File: src/rtl/mux_pkg.sv
// Shared definitions for the 4:1 data mux select path.
// Provides the requester count, select width, the select type and the
// arbiter state encoding used by rr_sel_arbiter and rr_pick4.
package mux_pkg;

  localparam int unsigned NUM_REQ = 4;
  localparam int unsigned SEL_W   = 2;

  typedef logic [SEL_W-1:0] sel_t;

  typedef enum logic {
    IDLE,
    GRANT
  } state_t;

endpackage

File: src/rtl/rr_pick4.sv
// Combinational round-robin picker for four requesters.
// Scans upward from (last+1) mod 4 with wrap-around and returns the first
// requesting channel, so the channel in 'last' has the lowest priority.
// Ports:
//   req    - per-requester request, bit i = channel i
//   last   - most recently served channel
//   winner - chosen channel (holds 'last' when nothing requests)
//   any    - at least one request is present
module rr_pick4
  import mux_pkg::*;
(
  input  logic [NUM_REQ-1:0] req,
  input  logic [SEL_W-1:0]   last,
  output logic [SEL_W-1:0]   winner,
  output logic               any
);

  logic [SEL_W-1:0] idx;

  always_comb begin
    winner = last;
    idx    = last;
    any    = |req;
    // Walk from the farthest candidate (last itself) down to last+1, so the
    // nearest requesting channel is the one that sticks.
    for (int k = NUM_REQ; k >= 1; k--) begin
      idx = last + sel_t'(k);
      if (req[idx]) begin
        winner = idx;
      end
    end
  end

endmodule

File: src/rtl/rr_sel_arbiter.sv
// Round-robin arbiter driving the 2-bit select of the 4:1 data mux.
// A winner keeps the mux for up to HOLD_CYCLES accepted transfers or until
// it drops its request; then one idle cycle passes and the next requester
// in rotation is chosen. All outputs are registered.
// Ports:
//   clk       - rising-edge clock
//   rst       - synchronous active-high reset
//   req       - per-requester request, bit i = channel i
//   out_ready - consumer accepts the current muxed sample
//   sel       - mux select code (00 = ch0 .. 11 = ch3)
//   gnt       - one-hot grant, zero when idle
//   out_valid - sel/gnt valid and the mux output is a live sample
module rr_sel_arbiter
  import mux_pkg::*;
#(
  parameter int unsigned HOLD_CYCLES = 4
) (
  input  logic               clk,
  input  logic               rst,
  input  logic [NUM_REQ-1:0] req,
  input  logic               out_ready,
  output logic [SEL_W-1:0]   sel,
  output logic [NUM_REQ-1:0] gnt,
  output logic               out_valid
);

  localparam logic [3:0] HoldLast = 4'(HOLD_CYCLES - 1);

  state_t           state;
  logic [3:0]       hold_cnt;
  logic [SEL_W-1:0] last;

  logic [SEL_W-1:0]   winner;
  logic               any;
  logic [NUM_REQ-1:0] winner_oh;
  logic               xfer;
  logic               drop;
  logic               release_now;

  rr_pick4 u_pick (
    .req    (req),
    .last   (last),
    .winner (winner),
    .any    (any)
  );

  always_comb begin
    winner_oh   = {{(NUM_REQ-1){1'b0}}, 1'b1} << winner;
    xfer        = out_valid && out_ready;
    // Dropping the request releases even under backpressure; the pending
    // sample is simply abandoned.
    drop        = !req[sel];
    release_now = drop || (xfer && (hold_cnt == HoldLast));
  end

  always_ff @(posedge clk) begin
    if (rst) begin
      state     <= IDLE;
      sel       <= '0;
      gnt       <= '0;
      out_valid <= 1'b0;
      hold_cnt  <= '0;
      last      <= '1;
    end else begin
      case (state)
        IDLE: begin
          if (any) begin
            sel       <= winner;
            gnt       <= winner_oh;
            out_valid <= 1'b1;
            hold_cnt  <= '0;
            state     <= GRANT;
          end
        end
        GRANT: begin
          if (release_now) begin
            last      <= sel;
            gnt       <= '0;
            out_valid <= 1'b0;
            hold_cnt  <= '0;
            state     <= IDLE;
          end else if (xfer) begin
            hold_cnt <= hold_cnt + 4'd1;
          end
          // Otherwise backpressured: everything holds, no timeout.
        end
        default: begin
          state     <= IDLE;
          gnt       <= '0;
          out_valid <= 1'b0;
          hold_cnt  <= '0;
        end
      endcase
    end
  end

endmodule

File: config.mk
export PLATFORM = sky130hd
export DESIGN_NAME = rr_sel_arbiter
export DESIGN_NICKNAME = d
export VERILOG_FILES = /design/src/rtl/mux_pkg.sv /design/src/rtl/rr_pick4.sv /design/src/rtl/rr_sel_arbiter.sv
export SDC_FILE = /design/constraint.sdc
export NUM_CORES = 1
export LEC_CHECK = 0
export CORE_MARGIN = 1.5
export CORE_UTILIZATION = 50
export CTS_BUF_LIST = sky130_fd_sc_hd__clkbuf_16
export DETAILED_ROUTE_END_ITERATION = 12
export PLACE_DENSITY = 0.77
export SYNTH_ARGS = -nofsm -noshare
export SYNTH_HDL_FRONTEND = slang
export SYNTH_HIERARCHICAL = 1
export SYNTH_SLANG_ARGS = --single-unit
File: constraint.sdc
create_clock -name clk -period 1.85 [get_ports clk]
set_input_delay 0.185 -clock clk [delete_from_list [all_inputs] [get_ports clk]]
set_output_delay 0.185 -clock clk [all_outputs]
set_load 0.01 [all_outputs]
* Yosys cells after proc, flatten, opt, wreduce, memory -nomap -nowiden *
Index checks and enable logic that the tools add are counted.

word-level totals
  register bits = 14
  bits of input ports = 7
  output and inout port bits = 7
  word-level logic and storage cells = 53

operators by class
  add/sub/neg operators = 4
  $lt $le $gt $ge = 4
  equality and inequality tests = 4
  shift-type cells = 1
  mux-type cells = 24
  bitwise operators = 1
  reduce and logical (&&, ||, !) cells = 9

operator list
  cell                                                                   count
  4-bit two-way mux                                                      5
  4-bit case mux with 2 select lines                                     2
  2-bit by 3-bit < comparator with 1-bit output, second input constant   4
  1-bit binary-select mux with 2-bit select                              4
  1-bit two-way mux                                                      8
  2-bit AND reduction                                                    4
  2-bit two-way mux                                                      3
  2-bit adder, second input constant                                     2
  4-bit by 1-bit adder with 4-bit output, second input constant          1
  4-bit by 2-bit equality test with 1-bit output, second input constant  1
  1-bit case mux with 2 select lines                                     2
  4-bit OR reduction                                                     1
  1-bit by 2-bit left shift with 4-bit output, first input constant      1
  3-bit by 1-bit != test with 1-bit output, second input constant        1
  2-bit by 1-bit adder with 2-bit output, second input constant          1
  1-bit logical AND                                                      2
  2-bit by 1-bit != test with 1-bit output, second input constant        1
  2-bit != test, second input constant                                   1
  1-bit zero test                                                        1
  1-bit logical OR                                                       1
  1-bit inverter                                                         1

* Logic depth before layout (Yosys ltp) *
Gate-level depths: netlist of the first run.

  word-level depth = 9
  mapped depth = 6
  gate-level depth less buffers = 6

* Hierarchy *
The synthesis of the first run kept the hierarchy.

modules (own cells, without submodules)
  module          instances  cells each  area an instance (um2)  sequential area each (um2)
  rr_sel_arbiter  1          80          704.4                   280.3
  rr_pick4        1          14          72.6                    0.0

* Worst setup path after synthesis of the first run *
No wires, ideal clock.

  path type = register to register
  from = reg hold_cnt[0]
  to = reg hold_cnt[2]
  setup time = 0.084 ns
  arrival time = 1.470 ns
  data required time = 1.766 ns
  slack = 0.296 ns
  stages on the path, launching flop included = 7
  path buffers = 1
  clock period less this slack = 1.554 ns
  cells stage by stage = dfxtp_1 -> ha_1 -> nor3b_1 -> and2_1 -> clkbuf_1 -> or3_4 -> o31ai_2

on the way
  word-level cells in the longest chain between the ends = 5
  elaborated cells between the ends (all ways) = 9
  classes of those cells = 1 x add/sub; 2 x eq/ne; 3 x mux; 3 x reduce/logical

RTL lines
  item                                                                            RTL line              source
  start: declaration                                                              rr_sel_arbiter.sv:30  logic [3:0] hold_cnt;
  start signal: assignment                                                        rr_sel_arbiter.sv:83  hold_cnt <= hold_cnt + 4'd1;
  branches (longest 5 deep; another with 4-bit by 1-bit adder with 4-bit output)  n/a

Several ways; the timed one is not identified. The select of a mux whose other input is x is not followed.
A chain may end at the register's enable or synchronous reset.

* Final worst setup path of the first run *
Same ends and word-level chain as after synthesis.

==> out/results.ini, run 1 <==
[sta]
clock_skew_ps = 0.737
hold_viol_final = 0
fin_crit_ps = 1580
post-route-period-util = 0.856
tightest_slew_ps = 365
timing.hold.ws_ps = 454
timing.fmax_mhz = 631
rsz0062_at_grt = no
setup_violations = 0
worst_slew_margin_rel = 0.749
worst_slack_ps = 266
setup-tns-final_ps = 0
drv_slew = 0

[detailed_routing]
viasPerCell = 6.05
drc = 0
vias = 781
dr.pass1.iters = 4
drtIter0Drc = 6
wl_per_cell_um = 13.6
drt-total-wl_um = 1760
antenna_left = 0

[worst_setup_path]
cp_top_family = simple AND/OR/NAND/NOR gates
required_ps = 2010
reg2reg_from = hold_cnt[0]
crit_cells = 5
critical_path.max_stage_delay_ps = 360
critPathCaptureType = flop
critPathLaunchType = flop
timing.rr.end = hold_cnt[2]
cp_num_buf_inv = 0
reg2regPathDepth = 5
worstPathCellList = ha_1 -> nor3b_1 -> and2_1 -> or3_4 -> o31ai_2
worstSetupPathType = flop to flop
critPathCapture = hold_cnt[2]
cp_data_arrival_time_ps = 1750
r2r_slack_ps = 270
worst_path_max_delay_cell = or3_4
critical_path.startpoint = hold_cnt[0]
critPathMaxFanout = 7

[placed_design]
dp_hpwl_um = 1340
globalplace.congestion = 0.783
place_inst = 126
io_buffer_count = 13
post-place-ws_ps = 65.1

[run]
max_cap_viol_count = 0

[floorplan]
rows = 14
die_h_um = 42.4
die_w_um = 42.4
ios = 14
core_um2 = 1470
start_util = 0.528
dieArea_um2 = 1800

[clock_network]
cts_root_buf = clkbuf_16
cts_buffer_depth = 2
clkTransAtPathRegs_ps = 40
ctsHoldBuffers = 0
clock_sinks = 14
cts-htree-levels = 1
cts.repair.resized = 0
cts_buffers = 3
cts_tree = built
clock_latency_ps = 240
post-cts-setup-buffer-count = 0

[finish]
final_layout_size_suffix_gt1_frac = 0.124
area_growth_pct = 33.2
finalNetCount = 123
instances_no_fill = 129
antenna_cells = 0

[yosys]
synth_commonest_cells = 15 x nand2_1, 14 x dfxtp_1, 5 x a21oi_1, 5 x nor2_1, 5 x o21ai_0
netlist_top_cells_area = dfxtp_1 36%, nand2_1 7.2%, mux2i_1 3.9%
yosysSeqAreaShare = 0.361
syn_area_per_cell_um2 = 8.27
ys_ff_latch = 14
syn_nets = 102
synth-main-ff-cell = dfxtp_1
yosysTopAreaCell = dfxtp_1
synth_edf_count = 0
synthCells = 94
yosysMostFrequentCell = nand2_1
synth_area_um2 = 777
synth_top_area_share = 0.361
ys_async_sr_fraction = 0
synth.distinct_cells = 37
yosys_warnings = 6

[global_route]
grt_pass1_wl_um = 2930
grt_pass1_vias = 692
grt_max_degree = 11
antenna_found_initial = 0
track_usage = 0.221
overflow = 0

[pwr]
p_leak_nw = 0.413
p_total_w = 0.000945
ir_worst_vdd_mv = 0.742
power.density_nw_per_um2 = 913

[worst_hold_path]
hold_path_class = flop to flop

[status]
status = finished, final reports clean

-- final cells by class --
| type | instances | area (um^2) |
|---|---|---|
| timing repair buffer | 19 | 175 |
| inverter | 4 | 15.0 |
| clock buffer | 3 | 75.1 |
| sequential | 14 | 280 |
| tap | 16 | 20.0 |
| multi-input combinational | 73 | 469 |
| fill | 130 | 437 |
-- worst min-delay path, delay by kind of cell, from the launching register on --
family | cells | cell delay (ps)
compound gates | 1 | 60
flops | 1 | 300
simple gates | 1 | 50
-- metal layers --
metal | vias up | track usage | part of all wire
li1 | 391 | - | -
met1 | 361 | 0.277 | 0.48
met2 | 24 | 0.342 | 0.45
met3 | 5 | 0.0517 | 0.045
met4 | 0 | 0.131 | 0.024
met5 | - | 0 | 0
-- layout by cell type, fill, tap and decap left out, types with 2 or more instances in the layout --
cell type        instances
o32ai_1                  2
clkdlybuf4s50_1         13
dfxtp_1                 14
nor3_1                   3
mux2i_1                  3
nand4_1                  3
nand2b_1                 3
o31ai_2                  2
a21o_1                   2
o211ai_1                 2
clkbuf_16                3
nand2_1                 15
inv_1                    3
and2_1                   2
buf_4                    6
nand3b_1                 2
o21ai_0                  5
o21a_1                   2
a21oi_1                  5
nor2_1                   5
-- power breakdown --
part           total (W)  switching (W)  internal (W)
Sequential      0.000354      0.0000280      0.000326
Clock           0.000396       0.000115      0.000282
Combinational   0.000195      0.0000909      0.000104
-- metrics by stage --
step | instance area (um^2) | util
after floorplan | 777 | -
after global placement | 960 | 0.652
after detailed placement | 960 | 0.652
after CTS | 1030 | 0.703
after global routing | 1030 | 0.703
final | 1030 | 0.703
-- how the worst min path moves through the flow --
| stage | end | startpoint | cells past startpoint | slack [ps] |
|---|---|---|---|---|
| after floorplan | hold_cnt[3] | hold_cnt[3] | 1 | 450 |
| after global placement | gnt[0] | gnt[0] | 2 | 450 |
| after detailed placement | gnt[2] | gnt[2] | 2 | 450 |
| after CTS | gnt[0] | gnt[0] | 2 | 460 |
| after global routing | gnt[3] | gnt[3] | 2 | 480 |
| final | gnt[0] | gnt[0] | 2 | 450 |
-- sequential cells by signal, indices dropped and copies added (netlist names) --
register,count
last,2
hold_cnt,4
sel,2
gnt,4
out_valid,1
state,1
-- kinds of logic after synthesis --
group / share of synthesized area
AO/OA/AOI/OAI: 0.266
adder cells (fa/ha/maj): 0.0161
buffers and inverters: 0.0354
flip-flops: 0.361
multiplexers: 0.0531
AND/OR/NAND/NOR: 0.269
Power figures use the tool's default switching activity.
==> inputs of run 2 (changes only) <==
--- a/config.mk
+++ b/config.mk
@@ -5,7 +5,6 @@
 export SDC_FILE = /design/constraint.sdc
 export NUM_CORES = 1
 export LEC_CHECK = 0
-export CORE_MARGIN = 1.5
 export CORE_UTILIZATION = 50
 export CTS_BUF_LIST = sky130_fd_sc_hd__clkbuf_16
 export DETAILED_ROUTE_END_ITERATION = 12
==> run 2 against run 1 <==
- combinational power is 3% lower
- fmax decreased by 0.71%
- register-to-register slack barely moved
- sequential power is essentially flat
- count of clock-buffer cells in the layout unchanged
- first-iteration DRC count rose by 100%
- clock skew is 1.4 ps higher
- wire length grew 2.6%
- design area is 1.2% lower
- power up 0.47%
- sequential share of layout area up 0.33 points
==> out/results.ini, run 2 (synthesis results as in run 1) <==
[pwr]
ir_worst_vdd_mv = 0.670  ; was 0.742 mV
power.density_nw_per_um2 = 929  ; was 913 nW/um^2
p_leak_nw = 0.405  ; was 0.413 nW
p_seq_frac = 0.373  ; was 0.375
p_sw_w = 0.000239  ; was 0.000233 W
p_total_w = 0.000949  ; was 0.000945 W
p_clk_frac = 0.427  ; was 0.419
cell_internal_pwr_w = 0.000711  ; about the same
p_sw_frac = 0.251  ; was 0.247
pwr-share-comb = 0.200  ; was 0.206

[detailed_routing]
wl_per_cell_um = 14.2  ; was 13.6 um
drt-total-wl_um = 1810  ; was 1760 um
antenna_left = 0  ; unchanged
drc = 0  ; unchanged
vias = 755  ; was 781
viasPerCell = 5.94  ; was 6.05
dr.pass1.iters = 4  ; unchanged
drtIter0Drc = 12  ; was 6

[floorplan]
rows = 13  ; was 14
core_um2 = 1370  ; was 1470 um^2
dieArea_um2 = 1720  ; was 1800 um^2
die_w_um = 41.4  ; was 42.4 um
die_h_um = 41.4  ; was 42.4 um
start_util = 0.569  ; was 0.528
ios = 14  ; unchanged

[global_route]
grt_use_met3 = 0.0391  ; was 0.0517
antenna_found_initial = 0  ; unchanged
overflow = 0  ; unchanged
grt_max_degree = 11  ; unchanged
track_usage = 0.226  ; was 0.221
grt_pass1_vias = 694  ; was 692
busiest_layer = met1  ; was met2
grtUsageMet1 = 0.331  ; was 0.277
grt_pass1_wl_um = 3020  ; was 2930 um
use_met2 = 0.325  ; was 0.342

[clock_network]
clock_latency_ps = 240  ; about the same
cts_buffer_depth = 2  ; unchanged
cts.repair.resized = 0  ; unchanged
cts_root_buf = clkbuf_16  ; unchanged
cts_tree = built  ; unchanged
clock_sinks = 14  ; unchanged
cts-htree-levels = 1  ; unchanged
post-cts-setup-buffer-count = 0  ; unchanged
ctsHoldBuffers = 0  ; unchanged
cts_buffers = 3  ; unchanged
clkTransAtPathRegs_ps = 50  ; was 40 ps

[sta]
fin_crit_ps = 1600  ; was 1580 ps
worst_slew_margin_rel = 0.743  ; was 0.749
rsz0062_at_grt = no  ; unchanged
setup-tns-final_ps = 0  ; unchanged
post-route-period-util = 0.862  ; was 0.856
drv_slew = 0  ; unchanged
timing.fmax_mhz = 627  ; was 631 MHz
setup_violations = 0  ; unchanged
clock_skew_ps = 2.13  ; was 0.737 ps
hold_viol_final = 0  ; unchanged
tightest_slew_ps = 374  ; was 365 ps

[worst_setup_path]
critical_path.max_stage_delay_ps = 440  ; was 360 ps
critPathLaunchType = flop  ; unchanged
worstPathCellList = mux2i_1 -> o32ai_1 -> a22o_1 -> a32o_1  ; was ha_1 -> nor3b_1 -> and2_1 -> or3_4 -> o31ai_2
worstSetupPathType = flop to flop  ; unchanged
critPathCaptureType = flop  ; unchanged
cp_data_arrival_time_ps = 1730  ; was 1750 ps
critPathMaxFanout = 5  ; was 7
worst_path_max_delay_cell = dfxtp_1  ; was or3_4
required_ps = 1980  ; was 2010 ps

[worst_hold_path]
hold_path_class = flop to flop  ; unchanged

[run]
max_cap_viol_count = 0  ; unchanged

[finish]
layout_commonest_cell = nand2_1  ; unchanged
finalNetCount = 121  ; was 123
antenna_cells = 0  ; unchanged
final_layout_size_suffix_gt1_frac = 0.107  ; was 0.124
most-common-layout-cells = 15 x nand2_1, 14 x dfxtp_1, 13 x clkdlybuf4s50_1  ; unchanged
area_growth_pct = 31.6  ; was 33.2%
multi_input_area_um2 = 469  ; unchanged
design_area_um2 = 1020  ; was 1030 um^2
top_regs = gnt (4), hold_cnt (4)  ; unchanged
fillers = 105  ; was 130
ff_latch_area_um2 = 280  ; unchanged

[placed_design]
globalplace.congestion = 0.782  ; was 0.783
dp_hpwl_um = 1280  ; was 1340 um
io_buffer_count = 13  ; unchanged
placed_cell_area_um2 = 943  ; was 960 um^2

[status]
status = finished, final reports clean  ; unchanged

## run 2: changes by cell type in the layout (fill, tap and decap cells not counted)
| cell | before | now |
|---|---|---|
| buf_4 | 6 | 4 |
| clkinv_1 | 1 | 2 |
## run 2: worst max-delay path, delay by kind of cell, from the launching register on
| family | cells | cell delay, ps |
|---|---|---|
| AO/OA/AOI/OAI | 3 | 640 |
| flip-flops | 1 | 440 |
| multiplexers | 1 | 410 |
## run 2: cell type report
cell class                      instances  area share
Clock buffer                            3      0.0734
Clock inverter                          1     0.00367
Inverter                                4      0.0147
Multi-Input combinational cell         73       0.459
Sequential cell                        14       0.274
Tap cell                               15      0.0184
Timing Repair Buffer                   17       0.157
## run 2: path summary, 6_finish.rpt
| kind | cells after the start | startpoint | end | slack [ps] |
|---|---|---|---|---|
| max | 4 | sel[1] | hold_cnt[1] | 250 |
| min | 2 | gnt[3] | gnt[3] | 460 |
| max reg2reg | 4 | sel[1] | hold_cnt[1] | 250 |
| min reg2reg | 2 | gnt[3] | gnt[3] | 460 |
## run 2: per-stage QoR
step / cells / util / setup WS [ps] / hold slack, ps
2_1_floorplan: 94 / - / 296 / 455
3_3_place_gp: 123 / 0.690 / 64.3 / 450
3_5_place_dp: 123 / 0.690 / 9.54 / 454
4_1_cts: 127 / 0.748 / 241 / 472
5_1_grt: 127 / 0.748 / 79.7 / 507
6_report: 127 / 0.748 / 254 / 464
## run 2: routing by layer
metal / up-vias / part of all wire
met1: 337 / 0.50
met3: 4 / 0.047
li1: 385 / -
met4: 0 / 0.011
met5: - / 0
met2: 29 / 0.44
## run 2: power groups by stage
stage | registers [W] | clock network, W | logic, W
2_1_floorplan | 0.000357 | 0 | 0.000106
5_1_grt | 0.000358 | 0.000423 | 0.000209
3_3_place_gp | 0.000358 | 0 | 0.000185
6_report | 0.000354 | 0.000405 | 0.000190
3_5_place_dp | 0.000359 | 0 | 0.000187
4_1_cts | 0.000354 | 0.000414 | 0.000189
==> inputs of run 3 (changes only) <==
--- a/config.mk
+++ b/config.mk
@@ -5,10 +5,10 @@
 export SDC_FILE = /design/constraint.sdc
 export NUM_CORES = 1
 export LEC_CHECK = 0
-export CORE_UTILIZATION = 50
+export CAP_MARGIN = 0
+export CORE_UTILIZATION = 33
 export CTS_BUF_LIST = sky130_fd_sc_hd__clkbuf_16
 export DETAILED_ROUTE_END_ITERATION = 12
-export PLACE_DENSITY = 0.77
 export SYNTH_ARGS = -nofsm -noshare
 export SYNTH_HDL_FRONTEND = slang
 export SYNTH_HIERARCHICAL = 1
==> constraint.sdc (replaced) <==
create_clock -name clk -period 1.4 [get_ports clk]
set_input_delay 0.14 -clock clk [delete_from_list [all_inputs] [get_ports clk]]
set_output_delay 0.14 -clock clk [all_outputs]
set_load 0.01 [all_outputs]
==> run 3 against run 2 <==
- the flow now finishes with violations (setup timing)
- sequential power rose by 31%
- final cell count rose by 23%
- largest cell class unchanged
- count of clock-buffer cells in the layout did not move
- worst setup slack got worse by 300 ps
- via count rose by 7.3%
- critical path type unchanged
- register-to-register slack got worse by 300 ps
- critical endpoint is now hold_cnt[3]
- power rose by 38%
- global-route usage fell by 5.2 points
- sequential share of layout area fell by 3.9 points
- wire length rose by 9.4%
- critical path depth rose by 1
- highest routed layer unchanged
- fmax rose by 10%
==> out/results.ini, run 3 (synthesis results as in run 1) <==
[status]
status = complete, but fails checks  ; was finished, final reports clean
violations = setup timing

[worst_hold_path]
hold_start = gnt[2]  ; was gnt[3]
hold_path_class = flop to flop  ; unchanged

[floorplan]
die_w_um = 50.5  ; was 41.4 um
ios = 14  ; unchanged
start_util = 0.351  ; was 0.569
die_h_um = 50.5  ; was 41.4 um
core_um2 = 2210  ; was 1370 um^2
rows = 17  ; was 13
dieArea_um2 = 2550  ; was 1720 um^2

[pwr]
p_clk_frac = 0.414  ; was 0.427
p_sw_w = 0.000337  ; was 0.000239 W
p_leak_nw = 0.557  ; was 0.405 nW
ir_worst_vdd_mv = 0.783  ; was 0.670 mV
cell_internal_pwr_w = 0.000975  ; was 0.000711 W
power.density_nw_per_um2 = 1060  ; was 929 nW/um^2
pwr-share-comb = 0.232  ; was 0.200
p_seq_frac = 0.354  ; was 0.373
p_sw_frac = 0.257  ; was 0.251

[placed_design]
io_buffer_count = 13  ; unchanged
post-place-ws_ps = -341  ; was 9.54 ps
globalplace.congestion = 0.831  ; was 0.782
dp_hpwl_um = 1420  ; was 1280 um
place_inst = 151  ; was 123

[sta]
worst_slew_margin_rel = 0.767  ; was 0.743
post-route-period-util = 1.03  ; was 0.862
setup_violations = 3  ; was 0
worst_slack_ps = -47.0  ; was 254 ps
clock_skew_ps = 2.81  ; was 2.13 ps
setup-tns-final_ps = -105  ; was 0 ps
fin_crit_ps = 1450  ; was 1600 ps
hold_viol_final = 0  ; unchanged
tightest_slew_ps = 349  ; was 374 ps
drv_slew = 0  ; unchanged
timing.fmax_mhz = 691  ; was 627 MHz
rsz0062_at_grt = yes  ; was no

[worst_setup_path]
cp_top_family = simple AND/OR/NAND/NOR gates  ; was compound AO/OA/AOI/OAI gates
worst_path_max_delay_cell = or3_4  ; was dfxtp_1
worstSetupPathType = flop to flop  ; unchanged
critPathMaxFanout = 4  ; was 5
critPathCaptureType = flop  ; unchanged
critical_path.startpoint = hold_cnt[1]  ; was sel[1]
critical_path.max_stage_delay_ps = 410  ; was 440 ps
required_ps = 1560  ; was 1980 ps
worstPathCellList = ha_4 -> nor3b_4 -> and2_4 -> or3_4 -> o31ai_2  ; was mux2i_1 -> o32ai_1 -> a22o_1 -> a32o_1
cp_data_arrival_time_ps = 1610  ; was 1730 ps
cp_num_buf_inv = 0  ; unchanged
critPathLaunchType = flop  ; unchanged
reg2reg_from = hold_cnt[1]  ; was sel[1]

[clock_network]
cts-htree-levels = 1  ; unchanged
clock_latency_ps = 240  ; about the same
cts_buffers = 3  ; unchanged
cts_tree = built  ; unchanged
clock_sinks = 14  ; unchanged
cts_root_buf = clkbuf_16  ; unchanged
clkTransAtPathRegs_ps = 50  ; about the same
cts_buffer_depth = 2  ; unchanged

[global_route]
grt_pass1_vias = 761  ; was 694
grt_max_degree = 9  ; was 11
grt_pass1_wl_um = 3350  ; was 3020 um
track_usage = 0.174  ; was 0.226
overflow = 0  ; unchanged
antenna_found_initial = 0  ; unchanged

[finish]
antenna_cells = 0  ; unchanged
multi_input_area_um2 = 531  ; was 469 um^2
instances_no_fill = 156  ; was 127
finalNetCount = 137  ; was 121
ff_latch_area_um2 = 293  ; was 280 um^2
final_layout_size_suffix_gt1_frac = 0.336  ; was 0.107
most-common-layout-cells = 19 x buf_4, 14 x nand2_1, 8 x dfxtp_1  ; was 15 x nand2_1, 14 x dfxtp_1, 13 x clkdlybuf4s50_1
fillers = 210  ; was 105
post-route-util = 0.562  ; was 0.748
area_growth_pct = 60.1  ; was 31.6%
top_regs = gnt (4), hold_cnt (4)  ; unchanged
layout_commonest_cell = buf_4  ; was nand2_1

[detailed_routing]
viasPerCell = 5.19  ; was 5.94
drc = 0  ; unchanged
dr.pass1.iters = 4  ; unchanged
vias = 810  ; was 755
drtIter0Drc = 16  ; was 12
drt-total-wl_um = 1980  ; was 1810 um
antenna_left = 0  ; unchanged
wl_per_cell_um = 12.7  ; was 14.2 um

[run]
max_cap_viol_count = 0  ; unchanged

run 3: cell count changes in the layout (fill, tap and decap cells not counted), sizes merged:
cell and change:
dlymetal6s2s +4, dlygate4sd2 +2, buf +16, clkdlybuf4s50 -6
run 3: area by class of cell:
type	count	share of cell area
clock buffer	3	0.0604
clock inverter	1	0.00302
inverter	4	0.0121
multi-input combinational	73	0.427
sequential	14	0.235
tap	28	0.0282
timing repair buffer	33	0.234
run 3: through the flow:
stage | hold slack [ps] | area, um^2 | power, W
after floorplan | 431 | 792 | 0.000618
after global placement | 463 | 1090 | 0.000760
after detailed placement | 456 | 1090 | 0.000761
after CTS | 457 | 1210 | 0.00133
after global routing | 474 | 1240 | 0.00137
final | 451 | 1240 | 0.00131
run 3: worst min-delay path, cell delays in order (launching register included):
cell and delay, ps:
dfxtp_1 300, nand2_1 50, o21ai_1 50
run 3: final timing paths:
path	to	cells past startpoint	slack, ps
worst max-delay path	hold_cnt[3]	5	-50
worst min-delay path	gnt[2]	2	450
worst max register to register	hold_cnt[3]	5	-50
worst min register to register	gnt[2]	2	450
run 3: repair_timing:
action | CTS | global route
buffers inserted | 2 | 1
setup endpoints to repair | 14 | 11
hold buffers | 0 | 0
resized for setup | 16 | 7
pin swaps | 4 | 5
run 3: metal layers:
layer | routed length [um] | vias to the layer above | track usage | part of all wire
li1 | - | 417 | - | -
met1 | 960 | 372 | 0.226 | 0.49
met2 | 915 | 16 | 0.267 | 0.46
met4 | 46 | 0 | 0.111 | 0.023
met5 | 0 | - | 0 | 0
met3 | 52 | 5 | 0.0273 | 0.026
run 3: power by group through the flow:
stage,sequential [W],combinational [W],clock [W]
floorplan,0.000474,0.000144,0
global placement,0.000470,0.000290,0
detailed placement,0.000470,0.000291,0
CTS,0.000466,0.000304,0.000555
global route,0.000471,0.000332,0.000571
finish,0.000465,0.000304,0.000543
